--- config.mk ---
export PLATFORM = sky130hd
export DESIGN_NAME = adf4158_cfg
export DESIGN_NICKNAME = d
export VERILOG_FILES = /design/src/rtl/adf4158_pkg.sv /design/src/rtl/adf4158_shifter.sv /design/src/rtl/adf4158_cfg.sv
export SDC_FILE = /design/constraint.sdc
export NUM_CORES = 1
export LEC_CHECK = 0
export CORE_MARGIN = 2
export CORE_UTILIZATION = 40
export CTS_CLUSTER_SIZE = 25
export DETAILED_ROUTE_END_ITERATION = 6
export RECOVER_POWER = 50
export SYNTH_ARGS = -nofsm -noshare
export SYNTH_HDL_FRONTEND = slang
export SYNTH_SLANG_ARGS = --single-unit
--- constraint.sdc ---
create_clock -name clk -period 2.5 [get_ports clk]
set_input_delay 0.375 -clock clk [delete_from_list [all_inputs] [get_ports clk]]
set_output_delay 0.375 -clock clk [all_outputs]
set_load 0.02 [all_outputs]
--- src/rtl/adf4158_pkg.sv ---
// Shared types and constants for the ADF4158 configuration sequencer.
// Optional lock wait (macro ADF4158_LOCK_WAIT_EN) is implemented in adf4158_cfg.
package adf4158_pkg;

  localparam int NUM_WORDS  = 11;
  localparam int WORD_WIDTH = 32;
  localparam int IDX_W      = 4;

  // Sequencer states; LOCK_WAIT is only reachable when the lock wait is built in.
  typedef enum logic [2:0] {
    IDLE,
    CE_WAIT,
    SHIFT,
    LATCH,
    LOCK_WAIT,
    DONE
  } state_t;

  // Phases of the serial shifter.
  typedef enum logic [1:0] {
    SH_IDLE,
    SH_SHIFT,
    SH_LATCH
  } sh_phase_t;

  // Register address (control) bits occupying word bits [2:0].
  localparam logic [2:0] CTRL_R0 = 3'd0;
  localparam logic [2:0] CTRL_R1 = 3'd1;
  localparam logic [2:0] CTRL_R2 = 3'd2;
  localparam logic [2:0] CTRL_R3 = 3'd3;
  localparam logic [2:0] CTRL_R4 = 3'd4;
  localparam logic [2:0] CTRL_R5 = 3'd5;
  localparam logic [2:0] CTRL_R6 = 3'd6;
  localparam logic [2:0] CTRL_R7 = 3'd7;

  // Force the address bits of a register word so a mistyped parameter can never
  // land its payload in the wrong register.
  function automatic logic [WORD_WIDTH-1:0] with_ctrl(input logic [WORD_WIDTH-1:0] word,
                                                      input logic [2:0] ctrl);
    return (word & ~{{(WORD_WIDTH-3){1'b0}}, 3'b111}) | {{(WORD_WIDTH-3){1'b0}}, ctrl};
  endfunction

endpackage

--- src/rtl/adf4158_shifter.sv ---
// Serialises one 32-bit word MSB first onto sclk/data, then pulses le.
// sclk is low for the first half of each bit and high for the second half;
// data changes only at the start of the low half. word_done marks the last le cycle
// so the sequencer can start the next word without a gap.
module adf4158_shifter
  import adf4158_pkg::*;
#(
  parameter int CLK_DIV   = 2,
  parameter int LE_CYCLES = 4
) (
  input  logic                  clk,
  input  logic                  rst,
  input  logic                  start,
  input  logic [WORD_WIDTH-1:0] word,
  output logic                  sclk,
  output logic                  data,
  output logic                  le,
  output logic                  shift_end,
  output logic                  word_done
);

  localparam int CW = 16;
  localparam logic [CW-1:0] HALF_LAST = CW'(CLK_DIV / 2 - 1);
  localparam logic [CW-1:0] BIT_LAST  = CW'(CLK_DIV - 1);
  localparam logic [CW-1:0] LE_LAST   = CW'(LE_CYCLES - 1);
  localparam logic [4:0]    MSB_IDX   = 5'(WORD_WIDTH - 1);

  sh_phase_t             phase_q, phase_d;
  logic [CW-1:0]         cnt_q, cnt_d;
  logic [4:0]            bit_q, bit_d;
  logic [WORD_WIDTH-1:0] word_q, word_d;
  logic                  sclk_q, sclk_d;
  logic                  data_q, data_d;
  logic                  le_q, le_d;
  logic                  done_q, done_d;

  // Next-state logic: bit timing, latch pulse and word load.
  always_comb begin
    phase_d = phase_q;
    cnt_d   = cnt_q;
    bit_d   = bit_q;
    word_d  = word_q;
    sclk_d  = sclk_q;
    data_d  = data_q;
    le_d    = le_q;

    case (phase_q)
      SH_SHIFT: begin
        cnt_d = cnt_q + 16'd1;
        if (cnt_q == HALF_LAST) begin
          sclk_d = 1'b1;
        end
        if (cnt_q == BIT_LAST) begin
          cnt_d  = '0;
          sclk_d = 1'b0;
          if (bit_q == '0) begin
            phase_d = SH_LATCH;
            le_d    = 1'b1;
          end else begin
            bit_d  = bit_q - 5'd1;
            data_d = word_q[bit_d];
          end
        end
      end
      SH_LATCH: begin
        // data keeps the last bit while le is high
        cnt_d = cnt_q + 16'd1;
        if (cnt_q == LE_LAST) begin
          cnt_d   = '0;
          le_d    = 1'b0;
          data_d  = 1'b0;
          phase_d = SH_IDLE;
        end
      end
      default: ;
    endcase

    // A new word may be loaded right out of the last latch cycle
    if (start) begin
      phase_d = SH_SHIFT;
      cnt_d   = '0;
      bit_d   = MSB_IDX;
      word_d  = word;
      data_d  = word[WORD_WIDTH-1];
      sclk_d  = 1'b0;
      le_d    = 1'b0;
    end

    done_d = (phase_d == SH_LATCH) && (cnt_d == LE_LAST);
  end

  // State registers with synchronous reset.
  always_ff @(posedge clk) begin
    if (rst) begin
      phase_q <= SH_IDLE;
      cnt_q   <= '0;
      bit_q   <= '0;
      word_q  <= '0;
      sclk_q  <= 1'b0;
      data_q  <= 1'b0;
      le_q    <= 1'b0;
      done_q  <= 1'b0;
    end else begin
      phase_q <= phase_d;
      cnt_q   <= cnt_d;
      bit_q   <= bit_d;
      word_q  <= word_d;
      sclk_q  <= sclk_d;
      data_q  <= data_d;
      le_q    <= le_d;
      done_q  <= done_d;
    end
  end

  assign sclk      = sclk_q;
  assign data      = data_q;
  assign le        = le_q;
  assign word_done = done_q;
  assign shift_end = (phase_q == SH_SHIFT) && (cnt_q == BIT_LAST) && (bit_q == '0);

endmodule

--- src/rtl/adf4158_cfg.sv ---
// ADF4158 power-up configuration sequencer: raises CE, waits, loads the eleven
// register words (R7 down to R0, R0 repeated last) and then holds config_done.
// Optional macro ADF4158_LOCK_WAIT_EN: after the last word, wait for MUXOUT to
// read 1 on 8 consecutive cycles before raising config_done.
module adf4158_cfg
  import adf4158_pkg::*;
#(
  parameter int          CLK_DIV   = 2,
  parameter int          CE_DELAY  = 16,
  parameter int          LE_CYCLES = 4,
  parameter logic [31:0] R0_WORD   = 32'h8024_B800,
  parameter logic [31:0] R1_WORD   = 32'h0000_0001,
  parameter logic [31:0] R2_WORD   = 32'h0040_8012,
  parameter logic [31:0] R3_WORD   = 32'h0000_0043,
  parameter logic [31:0] R4_WORD   = 32'h0018_0104,
  parameter logic [31:0] R5A_WORD  = 32'h0000_0005,
  parameter logic [31:0] R5B_WORD  = 32'h0080_0005,
  parameter logic [31:0] R6A_WORD  = 32'h0000_0006,
  parameter logic [31:0] R6B_WORD  = 32'h0080_0006,
  parameter logic [31:0] R7_WORD   = 32'h0000_0007
) (
  input  logic clk,
  input  logic rst,
  input  logic enable,
  input  logic muxout,
  output logic ce,
  output logic sclk,
  output logic data,
  output logic le,
  output logic txdata,
  output logic config_done
);

  localparam logic [15:0]      CE_LAST  = 16'(CE_DELAY - 1);
  localparam logic [IDX_W-1:0] IDX_LAST = IDX_W'(NUM_WORDS - 1);

  state_t                state_q, state_d;
  logic [15:0]           cnt_q, cnt_d;
  logic [IDX_W-1:0]      idx_q, idx_d;
  logic                  ce_q, ce_d;
  logic                  done_q, done_d;
  logic                  start;
  logic                  shift_end;
  logic                  word_done;
  logic [WORD_WIDTH-1:0] word_rom [NUM_WORDS];
  logic [WORD_WIDTH-1:0] start_word;

  // Load order: R7, R6 (step sel 0/1), R5 (dev sel 0/1), R4..R1, R0, R0 again.
  assign word_rom[0]  = with_ctrl(R7_WORD,  CTRL_R7);
  assign word_rom[1]  = with_ctrl(R6A_WORD, CTRL_R6);
  assign word_rom[2]  = with_ctrl(R6B_WORD, CTRL_R6);
  assign word_rom[3]  = with_ctrl(R5A_WORD, CTRL_R5);
  assign word_rom[4]  = with_ctrl(R5B_WORD, CTRL_R5);
  assign word_rom[5]  = with_ctrl(R4_WORD,  CTRL_R4);
  assign word_rom[6]  = with_ctrl(R3_WORD,  CTRL_R3);
  assign word_rom[7]  = with_ctrl(R2_WORD,  CTRL_R2);
  assign word_rom[8]  = with_ctrl(R1_WORD,  CTRL_R1);
  assign word_rom[9]  = with_ctrl(R0_WORD,  CTRL_R0);
  assign word_rom[10] = with_ctrl(R0_WORD,  CTRL_R0);

  assign start_word = word_rom[idx_d];

`ifdef ADF4158_LOCK_WAIT_EN
  logic [2:0] lock_cnt_q, lock_cnt_d;
`else
  logic unused_muxout;
  assign unused_muxout = muxout;
`endif

  // Sequencer next-state: power-up delay, word stepping and completion.
  always_comb begin
    state_d = state_q;
    cnt_d   = cnt_q;
    idx_d   = idx_q;
    ce_d    = ce_q;
    done_d  = done_q;
    start   = 1'b0;
`ifdef ADF4158_LOCK_WAIT_EN
    lock_cnt_d = lock_cnt_q;
`endif

    case (state_q)
      IDLE: begin
        if (enable) begin
          state_d = CE_WAIT;
          ce_d    = 1'b1;
          cnt_d   = '0;
        end
      end
      CE_WAIT: begin
        cnt_d = cnt_q + 16'd1;
        if (cnt_q == CE_LAST) begin
          state_d = SHIFT;
          idx_d   = '0;
          start   = 1'b1;
        end
      end
      SHIFT: begin
        if (shift_end) begin
          state_d = LATCH;
        end
      end
      LATCH: begin
        if (word_done) begin
          if (idx_q != IDX_LAST) begin
            idx_d   = idx_q + 4'd1;
            start   = 1'b1;
            state_d = SHIFT;
          end else begin
`ifdef ADF4158_LOCK_WAIT_EN
            state_d    = LOCK_WAIT;
            lock_cnt_d = '0;
`else
            state_d = DONE;
            done_d  = 1'b1;
`endif
          end
        end
      end
`ifdef ADF4158_LOCK_WAIT_EN
      LOCK_WAIT: begin
        // any low sample restarts the run of consecutive highs
        if (muxout) begin
          if (lock_cnt_q == 3'd7) begin
            state_d = DONE;
            done_d  = 1'b1;
          end else begin
            lock_cnt_d = lock_cnt_q + 3'd1;
          end
        end else begin
          lock_cnt_d = '0;
        end
      end
`endif
      DONE: ;
      default: state_d = IDLE;
    endcase
  end

  // Sequencer registers with synchronous reset.
  always_ff @(posedge clk) begin
    if (rst) begin
      state_q <= IDLE;
      cnt_q   <= '0;
      idx_q   <= '0;
      ce_q    <= 1'b0;
      done_q  <= 1'b0;
`ifdef ADF4158_LOCK_WAIT_EN
      lock_cnt_q <= '0;
`endif
    end else begin
      state_q <= state_d;
      cnt_q   <= cnt_d;
      idx_q   <= idx_d;
      ce_q    <= ce_d;
      done_q  <= done_d;
`ifdef ADF4158_LOCK_WAIT_EN
      lock_cnt_q <= lock_cnt_d;
`endif
    end
  end

  adf4158_shifter #(
    .CLK_DIV  (CLK_DIV),
    .LE_CYCLES(LE_CYCLES)
  ) u_shifter (
    .clk      (clk),
    .rst      (rst),
    .start    (start),
    .word     (start_word),
    .sclk     (sclk),
    .data     (data),
    .le       (le),
    .shift_end(shift_end),
    .word_done(word_done)
  );

  assign ce          = ce_q;
  assign config_done = done_q;
  assign txdata      = 1'b0;

endmodule

==> flow_summary_export.csv <==
group,metric,value,unit
run_status,status,"complete, no violations",
power_and_ir_drop,p_leak,1.508,nW
critical_path,cp-end-kind,"flop",
job,maxCapViolCount,0,
layout,seqCellArea,1221,µm²
routing,drc,0,
clocking,h-tree-depth,3,
sta,period_needed,2.318,ns
synthesis,seq_area_frac_synth,0.3384,
min_path,hold_depth,2,
sta,hold_viol_final,0,
die,die_height,98.98,µm
die,boundaryPins,10,
global_routing,grt_max_degree,35,
placement,place.gp.congestion,0.8305,
routing,via_count,3125,
layout,diodes,0,
critical_path,worst-endpoint-required,2.75,ns
placement,numPortBuffers,7,
die,die_w,98.98,µm
layout,syn2layout_area_growth,12.17,%
critical_path,path_max_fanout,3,
clocking,clockBufferDepth,2,
sta,rsz0062_at_grt,"no",
routing,dr.first_iter.drc_count,104,
global_routing,grt_overflow_total,0,
critical_path,critPathLaunchType,"flop",
power_and_ir_drop,powerDensity,488.4,nW/µm²
sta,slew_viol_final,0,
routing,wire_per_inst,13.27,µm
synthesis,synthArstFlopShare,0,
routing,via_per_inst,5.473,
routing,drt_wl_total,7.578,mm
clocking,cts_tree,"yes",
critical_path,reg2reg_to,"u_shifter.word_q[0]$_SDFFE_PP0N_",
routing,postRouteAntennaNets,0,
power_and_ir_drop,ir_drop,0.2956,mV
sta,worst_pin_slew,0.5323,ns
critical_path,critPathArrivalTime,2.57,ns
synthesis,ys_types,72,
sta,setup_viol,0,
synthesis,syn_avg_cell_area,8.127,µm²
clocking,cts_root_buf,"clkbuf_8",
clocking,numCtsBuffers,9,
power_and_ir_drop,p_total,1.977,mW
layout,final_common_cell,"dfxtp_1",
critical_path,reg2reg_from,"cnt_q[5]$_SDFFE_PP0P_",
critical_path,r2r_cells,9,
sta,max_freq,0.4314,GHz
critical_path,r2r_slack,0.18,ns
critical_path,critPathKind,"reg -> reg",
global_routing,grt_pass1_vias,2935,
synthesis,syn_nets,463,
sta,slew_headroom,0.6451,
synthesis,synth_edf_count,0,
synthesis,syn_inst,444,
layout,layout_common_cells,"dfxtp_1 (61), nor2_1 (53), nand2_1 (43)",
placement,dp_hpwl,5.429,mm
layout,drive_gt1_frac,0.1512,
synthesis,synth-warning-count,0,
clocking,clock-sinks,61,
global_routing,gr-usage-all-layers,0.1656,
die,start_util,0.4138,
layout,final_nets,478,
clocking,clkTransAtPathRegs,0.06,ns
layout,nFillCells,891,
global_routing,antenna_found_initial,0,
synthesis,yosys_most_used_dff,"dfxtp_1",
min_path,min_path_type,"reg -> reg",
min_path,min_to,"config_done$_SDFFE_PP0P_",
synthesis,syn_area,3608,µm²
die,core_area,8721,µm²
sta,setup_tns,0,ns
global_routing,grt_pass1_wl,13.30,mm
die,die_area,9797,µm²
synthesis,synth_seq_cells,61,
layout,multi_input_area,2201,µm²
min_path,hold_path.startpoint,"config_done$_SDFFE_PP0P_",
clocking,clk_latency,0.34,ns
sta,finalClockSkew,0.01193,ns
sta,fin_crit_sh,0.9273,
die,placementRows,34,
clocking,hold_buffers,0,
routing,drtPass1Iterations,4,
## Yosys cell counts (4+ instances only)
library cell  count  share of area
a21oi_1          25          0.035
a31oi_1          10          0.017
and2_1            4         0.0069
and3_1            7          0.012
buf_2             4         0.0055
buf_4             5          0.010
clkbuf_1         12          0.012
dfxtp_1          61           0.34
ha_1             15          0.052
inv_1            16          0.017
mux2_2            8          0.025
mux2i_1           6          0.017
nand2_1          43          0.045
nand2b_1          4         0.0069
nand3_1          17          0.024
nand4_1          11          0.019
nor2_1           53          0.055
nor3_1           10          0.014
nor4_1            7          0.012
o21ai_0          19          0.026
or2_2             5         0.0087
xnor2_1          11          0.027
xor2_1           15          0.036
## timing repair
action,CTS,global route
setup endpoints to repair,0,24
buffers inserted,0,0
resized for setup,0,5
## stage by stage
step | hold WS, ns | instance area [µm²] | cells | worst slack (ns) | util
CTS | 0.4461 | 4045 | 571 | 0.008123 | 0.4638
detailed placement | 0.4393 | 3846 | 556 | 0.06926 | 0.4410
finish | 0.4394 | 4048 | 571 | 0.1818 | 0.4641
global placement | 0.4322 | 3846 | 556 | 0.08502 | 0.4410
floorplan | 0.4244 | 3608 | 444 | 0.01918 | -
global route | 0.4707 | 4048 | 571 | 0.03473 | 0.4641
## worst max path at each step
stage	startpoint	cells past startpoint	endpoint	slack, ns
final	cnt_q[5]$_SDFFE_PP0P_	9	u_shifter.word_q[0]$_SDFFE_PP0N_	0.18
after floorplan	cnt_q[0]$_SDFFE_PP0P_	10	u_shifter.word_q[0]$_SDFFE_PP0N_	0.02
after global placement	cnt_q[11]$_SDFFE_PP0P_	8	u_shifter.word_q[0]$_SDFFE_PP0N_	0.09
after CTS	cnt_q[12]$_SDFFE_PP0P_	8	u_shifter.word_q[0]$_SDFFE_PP0N_	0.008
after global routing	cnt_q[0]$_SDFFE_PP0P_	10	u_shifter.word_q[0]$_SDFFE_PP0N_	0.03
after detailed placement	cnt_q[11]$_SDFFE_PP0P_	8	u_shifter.word_q[0]$_SDFFE_PP0N_	0.07
## cell type report
cell class / instances / area share
multi-input combinational: 340 / 0.5437
sequential: 61 / 0.3017
timing repair buffer: 30 / 0.05626
clock buffer: 11 / 0.03740
tap: 108 / 0.03338
inverter: 17 / 0.01577
clock inverter: 4 / 0.01175
## critical path: stages, from the launching register on
cell and delay, ns:
dfxtp_1 0.31, nor4_1 0.39, a41oi_1 0.22, or2_4 0.28, a22oi_2 0.14, inv_1 0.10
ha_1 0.27, a21boi_0 0.16, mux2i_1 0.09, a311oi_1 0.24
## cells by family after synthesis
kind of cell    count (synthesis)  share of synthesized area
simple gates                  191                     0.2770
compound gates                 93                     0.1702
mux                            14                    0.04161
xor+xnor                       26                    0.06311
fa+ha+maj                      15                    0.05201
buf+inv                        43                    0.05652
flops                          61                     0.3384
other cells                     1                   0.001039
## per-layer routing
metal	wire length (µm)	vias to the layer above	track usage
met1	3764	1469	0.2106
met5	0	-	0
met2	3512	35	0.2672
met3	160	13	0.03475
met4	140	0	0.08008
li1	-	1608	-
## registers in the layout (all words and copies together) (netlist names)
signal	count
state_q	3
idx_q	4
u_shifter.word_q	9
ce	1
u_shifter.word_done	1
u_shifter.bit_q	5
u_shifter.le	1
u_shifter.data	1
u_shifter.phase_q	2
u_shifter.sclk	1
u_shifter.cnt_q	16
config_done	1
cnt_q	16
## where the power goes
group          leakage (nW)  switching [mW]  internal [mW]
clock                 0.101           0.375          0.505
sequential            0.492         0.00930          0.979
combinational         0.915          0.0746         0.0335
total                  1.51           0.459           1.52
No activity file was read; power rests on OpenSTA's default activity.
==> RTL change, RTL diff (same settings) <==
Take the reset off `word_q` and load it in a clocked block of its own.
--- a/src/rtl/adf4158_shifter.sv
+++ b/src/rtl/adf4158_shifter.sv
@@ -95,7 +95,6 @@
       phase_q <= SH_IDLE;
       cnt_q   <= '0;
       bit_q   <= '0;
-      word_q  <= '0;
       sclk_q  <= 1'b0;
       data_q  <= 1'b0;
       le_q    <= 1'b0;
@@ -104,12 +103,15 @@
       phase_q <= phase_d;
       cnt_q   <= cnt_d;
       bit_q   <= bit_d;
-      word_q  <= word_d;
       sclk_q  <= sclk_d;
       data_q  <= data_d;
       le_q    <= le_d;
       done_q  <= done_d;
     end
+  end
+
+  always_ff @(posedge clk) begin
+    word_q <= word_d;
   end
 
   assign sclk      = sclk_q;
Behaviour: same outputs for any inputs over 10 cycles, from zero or initial values and one cycle with rst high; that may be too few to reach the edited logic, so the function may still have changed.
==> RTL change against the original RTL <==
- combinational power grew 31%
- power is 2.8% lower
- worst setup slack got worse by 0.026 ns
- routed wire length fell by 0.96%
- final area decreased by 0.34%
- sequential share of layout area grew 2.4 points
- sequential cell count unchanged
- count of clock-buffer cells in the layout up 3
- global-route usage decreased by 0.93 points
- area after synthesis increased by 1.8%
- synthesized cell count down 3.8%
- critical endpoint is now u_shifter.word_q[0]
- largest power group unchanged
- highest routed layer unchanged
==> RTL change: results (changes against the original RTL) <==
Detailed routing
  • Vias: 2976 (was 3125)
  • WL/cell: 13.62 µm (was 13.27 µm)
  • 1st-pass router iterations: 4 (unchanged)
  • 1st-iter DRT viols: 82 (was 104)

Clocking
  • CTS root buffer: clkbuf_8 (unchanged)
  • CTS max path bufs: 2 (unchanged)

Logic synthesis
  • Compound-Gate Fraction of Synth Area: 0.1485 (was 0.1702)
  • Avg Cell Area, Syn: 8.606 µm² (was 8.127 µm²)
  • Share of the synthesized area in the top cell type: 0.2833 (was 0.3384)
  • Adder-cell share of the synthesized area: 0.04426 (was 0.05201)
  • Synth area leaders: dfxtp_1 28%, edfxtp_1 7.4%, nor2_1 5.2%, ha_1 4.4%, nand2_1 3.8% (was dfxtp_1 34%, nor2_1 5.5%, ha_1 5.2%, nand2_1 4.5%, xor2_1 3.6%)
  • Xor/xnor share of the synthesized area: 0.06639 (was 0.06311)
  • Synth cell types: 79 (was 72)
  • Synth cell count leaders: 52 x dfxtp_1, 51 x nor2_1, 37 x nand2_1 (was 61 x dfxtp_1, 53 x nor2_1, 43 x nand2_1)
  • Sequential fraction of the synthesis area: 0.3568 (was 0.3384)
  • Post-synthesis mux area share: 0.04665 (was 0.04161)
  • Post-synth EDFFs: 9 (was 0)

GRT
  • First-pass GRT wire length: 12900 µm (was 13300 µm)
  • Met3 Use GR: 0.02368 (was 0.03475)
  • Routing usage on met2: 0.2630 (was 0.2672)
  • Maximum number of pins on one net before global-route repair: 22 (was 35)
  • Vias in the first global route: 2848 (was 2935)
  • Met1 Use GR: 0.2062 (was 0.2106)
  • Tot GR Track Use: 0.1563 (was 0.1656)

Run status
  • Outcome: finished, final reports clean (unchanged)

Layout
  • Fillers: 872 (was 891)
  • Share of cells above drive strength 1: 0.1219 (was 0.1512)
  • Fin cells: 551 (was 571)
  • Nets: 455 (was 478)

Critical path
  • Worst-path maximum fanout: 5 (was 3)
  • Slowest cell on the critical path: dfxtp_2 (was nor4_1)

Place
  • Dpl cell area: 3870 µm² (was 3846 µm²)
  • Placed cells: 535 (was 556)
  • Routability cong.: 0.8215 (was 0.8305)
  • Final HPWL DP: 5428 µm (was 5429 µm)

Power
  • Pleak: 1.456 nW (was 1.508 nW)
  • Peak supply drop: 0.0002490 V (was 0.0002956 V)

STA
  • Skew final: 0.01236 ns (was 0.01193 ns)
## RTL change: cell type report
cell class                      count  share of cell area
Multi-Input combinational cell    325              0.5382
Sequential cell                    61              0.3254
Timing Repair Buffer               24             0.04435
Clock buffer                       14             0.04032
Tap cell                          108             0.03350
Inverter                           17             0.01582
Clock inverter                      2            0.002481
## RTL change: path summary, 6_finish.rpt
kind              cells after the start  slack (ns)  startpoint                   to
hold reg to reg                       2        0.46          ce                   ce
hold / removal                        2        0.46          ce                   ce
setup / recovery                     10        0.16    idx_q[0]  u_shifter.word_q[0]
setup reg to reg                     10        0.16    idx_q[0]  u_shifter.word_q[0]
## RTL change: metal layers
layer  wire (µm)  vias up
met5           0        -
met2        3522       18
met3          97        4
met4          60        0
li1            -     1550
met1        3825     1404
## RTL change: logic make-up (layout without fill, tap and decap cells)
group | count (synthesis) | after routing
and+or+nand+nor | 190 | 190
muxes | 15 | 15
other | 1 | 1
xor gates and xnor gates | 27 | 27
adders and majority gates | 13 | 13
buffers and inverters | 41 | 57
DFF | 61 | 61
AOI/OAI and AO/OA | 79 | 79
## RTL change: timing repair
action,in CTS,in global routing
setup endpoints to repair,0,2
resized for setup,0,3
endpoints found under the hold margin,0,0
## RTL change: per-stage QoR
stage	util	setup slack, ns
finish	0.4581	0.1561
global route	0.4581	0.004078
CTS	0.4591	0.07127
detailed placement	0.4395	0.1050
global placement	0.4395	0.1754
floorplan	-	0.1048
## RTL change: where the power goes
group	switching (mW)	internal (mW)	total, mW
clock network	0.364	0.412	0.776
registers	0.00470	0.999	1.00
logic	0.0913	0.0497	0.141
## RTL change: critical path, delay by kind of cell (launching register included)
family | cells | cell delay, ns
flip-flops | 1 | 0.35
AND/OR/NAND/NOR | 3 | 0.68
buffers and inverters | 2 | 0.19
AO/OA/AOI/OAI | 3 | 0.55
adder cells (fa/ha/maj) | 2 | 0.44
